### src/rtl/frame_capture_scheduler.sv
// Frame-aligned capture sequencer: turns mouse clicks into a frame buffer write
// enable that opens on frame_start and closes on frame_done or watchdog abort.
module frame_capture_scheduler #(
    parameter int                   CNT_W     = 16,
    parameter int                   TIMEOUT_W = 24,
    parameter logic [TIMEOUT_W-1:0] TIMEOUT   = 24'd1_000_000
) (
    input  logic             clk,
    input  logic             rst_n,
    input  logic             mouse_left,
    input  logic             mouse_right,
    input  logic             frame_start,
    input  logic             frame_done,
    output logic             capture_en,
    output logic             mode_single,
    output logic             busy,
    output logic             timeout_err,
    output logic [CNT_W-1:0] frame_count
);

    typedef enum logic [2:0] {
        C_WAIT,
        C_CAP,
        S_IDLE,
        S_ARMED,
        S_CAP
    } state_t;

    localparam logic [TIMEOUT_W-1:0] WD_LAST = TIMEOUT - 1'b1;

    state_t               state, next_state;
    logic                 pending_toggle, pending_next;
    logic [TIMEOUT_W-1:0] watchdog, watchdog_next;
    logic                 left_q, right_q;
    logic                 l_edge, r_edge;
    logic                 in_cap, next_in_cap, expired, toggle;
    logic                 done_ok, abort;

    // A right click in the same cycle as a left click swallows the left click.
    assign r_edge = mouse_right & ~right_q;
    assign l_edge = mouse_left & ~left_q & ~r_edge;

    assign in_cap      = (state == C_CAP) || (state == S_CAP);
    assign next_in_cap = (next_state == C_CAP) || (next_state == S_CAP);
    assign expired     = in_cap && (watchdog == WD_LAST) && !frame_done;
    assign toggle      = pending_toggle | r_edge;

    always_comb begin
        next_state   = state;
        pending_next = pending_toggle;
        done_ok      = 1'b0;
        abort        = 1'b0;
        case (state)
            C_WAIT: begin
                if (r_edge)           next_state = S_IDLE;
                else if (frame_start) next_state = C_CAP;
            end
            C_CAP: begin
                if (frame_done || expired) begin
                    done_ok      = frame_done;
                    abort        = !frame_done;
                    pending_next = 1'b0;
                    if (toggle)                         next_state = S_IDLE;
                    else if (frame_done && frame_start) next_state = C_CAP;
                    else                                next_state = C_WAIT;
                end else begin
                    pending_next = toggle;
                end
            end
            S_IDLE: begin
                if (r_edge)      next_state = C_WAIT;
                else if (l_edge) next_state = S_ARMED;
            end
            S_ARMED: begin
                if (r_edge)           next_state = C_WAIT;
                else if (frame_start) next_state = S_CAP;
            end
            S_CAP: begin
                // Single mode never chains into a coincident frame_start.
                if (frame_done || expired) begin
                    done_ok      = frame_done;
                    abort        = !frame_done;
                    pending_next = 1'b0;
                    next_state   = toggle ? C_WAIT : S_IDLE;
                end else begin
                    pending_next = toggle;
                end
            end
            default: begin
                next_state   = C_WAIT;
                pending_next = 1'b0;
            end
        endcase
    end

    always_comb begin
        watchdog_next = '0;
        if (next_in_cap && in_cap && !done_ok)
            watchdog_next = watchdog + TIMEOUT_W'(1);
    end

    always_ff @(posedge clk or negedge rst_n) begin
        if (!rst_n) begin
            state          <= C_WAIT;
            pending_toggle <= 1'b0;
            watchdog       <= '0;
            left_q         <= 1'b0;
            right_q        <= 1'b0;
            capture_en     <= 1'b0;
            mode_single    <= 1'b0;
            busy           <= 1'b0;
            timeout_err    <= 1'b0;
            frame_count    <= '0;
        end else begin
            state          <= next_state;
            pending_toggle <= pending_next;
            watchdog       <= watchdog_next;
            left_q         <= mouse_left;
            right_q        <= mouse_right;
            capture_en     <= next_in_cap;
            mode_single    <= (next_state == S_IDLE) || (next_state == S_ARMED) ||
                              (next_state == S_CAP);
            busy           <= (next_state == S_ARMED) || next_in_cap;
            timeout_err    <= abort;
            if (done_ok)
                frame_count <= frame_count + CNT_W'(1);
        end
    end

endmodule

### config.mk
export PLATFORM = sky130hd
export DESIGN_NAME = frame_capture_scheduler
export DESIGN_NICKNAME = d
export VERILOG_FILES = /design/src/rtl/frame_capture_scheduler.sv
export SDC_FILE = /design/constraint.sdc
export NUM_CORES = 1
export LEC_CHECK = 0
export CORE_MARGIN = 3
export CORE_UTILIZATION = 35
export DETAILED_ROUTE_END_ITERATION = 8
export GPL_ROUTABILITY_DRIVEN = 0
export SYNTH_ARGS = -nofsm -noshare
export SYNTH_HDL_FRONTEND = slang
export SYNTH_SLANG_ARGS = --single-unit
### constraint.sdc
create_clock -name clk -period 4.4 [get_ports clk]
set_input_delay 0.88 -clock clk [delete_from_list [all_inputs] [get_ports clk]]
set_output_delay 0.88 -clock clk [all_outputs]
set_load 0.01 [all_outputs]
==> results.yml <==
sta:
  skew_ns: 0.00852
  finalCritPeriodShare_pct: 56.9
  max_freq_ghz: 0.399
  finalHoldViolCount: 0
  grt_setup_unrepaired: "no"
  tightest_slew_ns: 0.614
  setup_tns_ns: 0
  setup_viol: 0
  drv_slew: 0
  relSlewSlack_pct: 59.1
  period_minus_slack_ns: 2.50
yosys:
  seq_area_frac_synth_pct: 48.0
  ys_ff_latch: 50
  ys.flop_type: "dfrtp_1"
  synth_nets: 265
  synthCells: 257
  ys_warn_count: 0
  synth_area_um2: 2610
  ys_types: 52
  synth-edff-count: 0
  ys_async_sr_fraction_pct: 100
  avgSynthCellArea_um2: 10.1
power:
  peakVddDrop_mv: 0.113
  p_leak_nw: 1.26
  p_per_area_nw_per_um2: 401
floorplan:
  rows: 30
  chipHeight_um: 92.3
  core_um2: 7020
  die_area_um2: 8520
  initial_core_util_pct: 37.1
  die_w_um: 92.3
  io_pins: 26
routing:
  num_vias: 1978
  dr.pass1.iters: 5
  wl_mm: 5.15
  post_drt_via_cell_ratio: 5.26
  drcViolationCount: 0
  wire_per_inst_um: 13.7
  first_iter_violations: 88
  antenna_left: 0
setup_path:
  path_cells: "clkdlybuf4s50_1 -> inv_1 -> nand3_1 -> o21bai_4 -> a221oi_2"
  required_ns: 4.62
  criticalPathCategory: "input pin to flop"
  cp_top_family: "buffers and inverters"
  path_max_fanout: 14
  worstSetupStartpointType: "input pin"
  cp_slowest_cell: "clkdlybuf4s50_1"
  cp_data_arrival_time_ns: 2.72
  cpPeakStageDelay_ns: 0.54
  crit_path_end_kind: "flop"
  worst_r2r_path_depth: 4
  critical_path_cell_count: 5
  crit_buf_inv: 2
grt:
  grt_max_degree: 51
  grt_pass1_wl_mm: 8.67
  grt_usage_pct: 12.4
  grt_pass1_vias: 1783
  grt_overflow: 0
  antenna_found_initial: 0
cells_and_area:
  drive_gt1_share_pct: 8.57
  diodes: 0
  nets: 287
  final_util_pct: 43.2
  areaGrowthSynthToFinish_pct: 16.2
cts:
  root_buffer: "clkbuf_8"
  worstSkewPairLatency_ns: 0.31
  cts.repair.resized: 0
  cts_tree: "done"
  cts_setup_buffers: 0
  cts_hold_buf: 0
  clk_path_buf_depth: 2
  cts.htree.levels: 2
  clock_sinks: 50
  numCtsBuffers: 5
  clkTransAtPathRegs_ns: 0.10
job:
  maxCapViolations: 0
placement:
  port_buffers: 25
  hpwl_mm: 3.52
run_status:
  status: "finished clean"
hold_path:
  hold_path.class: "flop to flop"
  hold_depth: 1
-- stage by stage --
| stage | worst slack (ns) | total power [mW] | std cells | hold slack [ns] | instance area (um2) |
|---|---|---|---|---|---|
| floorplan | 2.46 | 0.774 | 257 | 0.440 | 2610 |
| global placement | 1.57 | 0.886 | 368 | 0.462 | 2910 |
| detailed placement | 1.53 | 0.886 | 368 | 0.474 | 2910 |
| CTS | 1.87 | 1.23 | 376 | 0.493 | 3030 |
| global route | 1.70 | 1.29 | 376 | 0.496 | 3030 |
| finish | 1.90 | 1.21 | 376 | 0.483 | 3030 |
-- kinds of logic after synthesis --
family | after synthesis | synth area share (%)
xor gates and xnor gates | 31 | 10.4
and+or+nand+nor | 121 | 27.8
AOI/OAI and AO/OA | 34 | 8.55
buffers and inverters | 17 | 3.46
adders and majority gates | 2 | 0.960
muxes | 2 | 0.816
DFF | 50 | 48.0
-- placed cells by master, fill, tap and decap left out, types with 7 or more instances in the layout --
master	instances
and3_1	8
dfrtp_1	50
or3_1	7
xnor2_1	12
o21ai_0	10
nand4_1	15
a21oi_1	11
nand2_1	17
clkdlybuf4s50_1	24
nand3_1	15
nor2_1	22
xor2_1	19
-- state kept, by name, indices dropped and copies added, names as in the netlist --
register,count
right_q,1
state,3
frame_count,16
timeout_err,1
left_q,1
busy,1
watchdog,24
pending_toggle,1
mode_single,1
capture_en,1
-- where the power goes --
part | leakage (nW) | switching (mW) | internal [mW]
combinational | 0.524 | 0.157 | 0.141
clock | 0.0563 | 0.167 | 0.173
sequential | 0.680 | 0.0709 | 0.506
-- per-layer routing --
layer / track usage [%] / share of wire (%) / vias to the layer above / routed length (um)
met5: 0 / 0 / - / 0
met2: 20.7 / 48 / 48 / 2480
met3: 2.60 / 3.9 / 2 / 199
li1: - / - / 964 / -
met4: 2.97 / 0.52 / 0 / 27
met1: 16.5 / 47 / 964 / 2440
-- synthesized netlist by cell type (3+ instances only) --
cell	number	area [um2]
nor3_1	6	30.0
nand3_1	15	75.1
and2_1	4	25.0
clkbuf_1	3	11.3
dfrtp_1	50	1250
nand4_1	15	93.8
buf_2	3	15.0
xor2_1	19	166
xnor2_1	12	105
a21oi_1	11	55.1
and3_1	8	50.1
o21ai_0	10	50.1
nor2_1	22	82.6
inv_1	6	22.5
or3_1	7	43.8
nand2_1	17	63.8
and4_1	5	43.8
buf_4	4	30.0
-- final cells by class --
class,instances,area (um2)
timing repair buffer,26,253
fill,713,3990
sequential,50,1250
clock inverter,3,48.8
clock buffer,5,68.8
inverter,6,22.5
tap,96,120
multi-input combinational,190,1260
-- final timing paths --
kind / from / to / slack [ns]
worst max-delay path: frame_done / capture_en$_DFF_PN0_ / 1.90
worst min-delay path: watchdog[0]$_DFF_PN0_ / watchdog[0]$_DFF_PN0_ / 0.48
worst max register to register: state[2]$_DFF_PN0_ / capture_en$_DFF_PN0_ / 2.15
worst min register to register: watchdog[0]$_DFF_PN0_ / watchdog[0]$_DFF_PN0_ / 0.48
max in group asynchronous: rst_n / watchdog[12]$_DFF_PN0_ / 3.32
min in group asynchronous: rst_n / left_q$_DFF_PN0_ / 0.67
No activity file was read; power rests on OpenSTA's default activity.
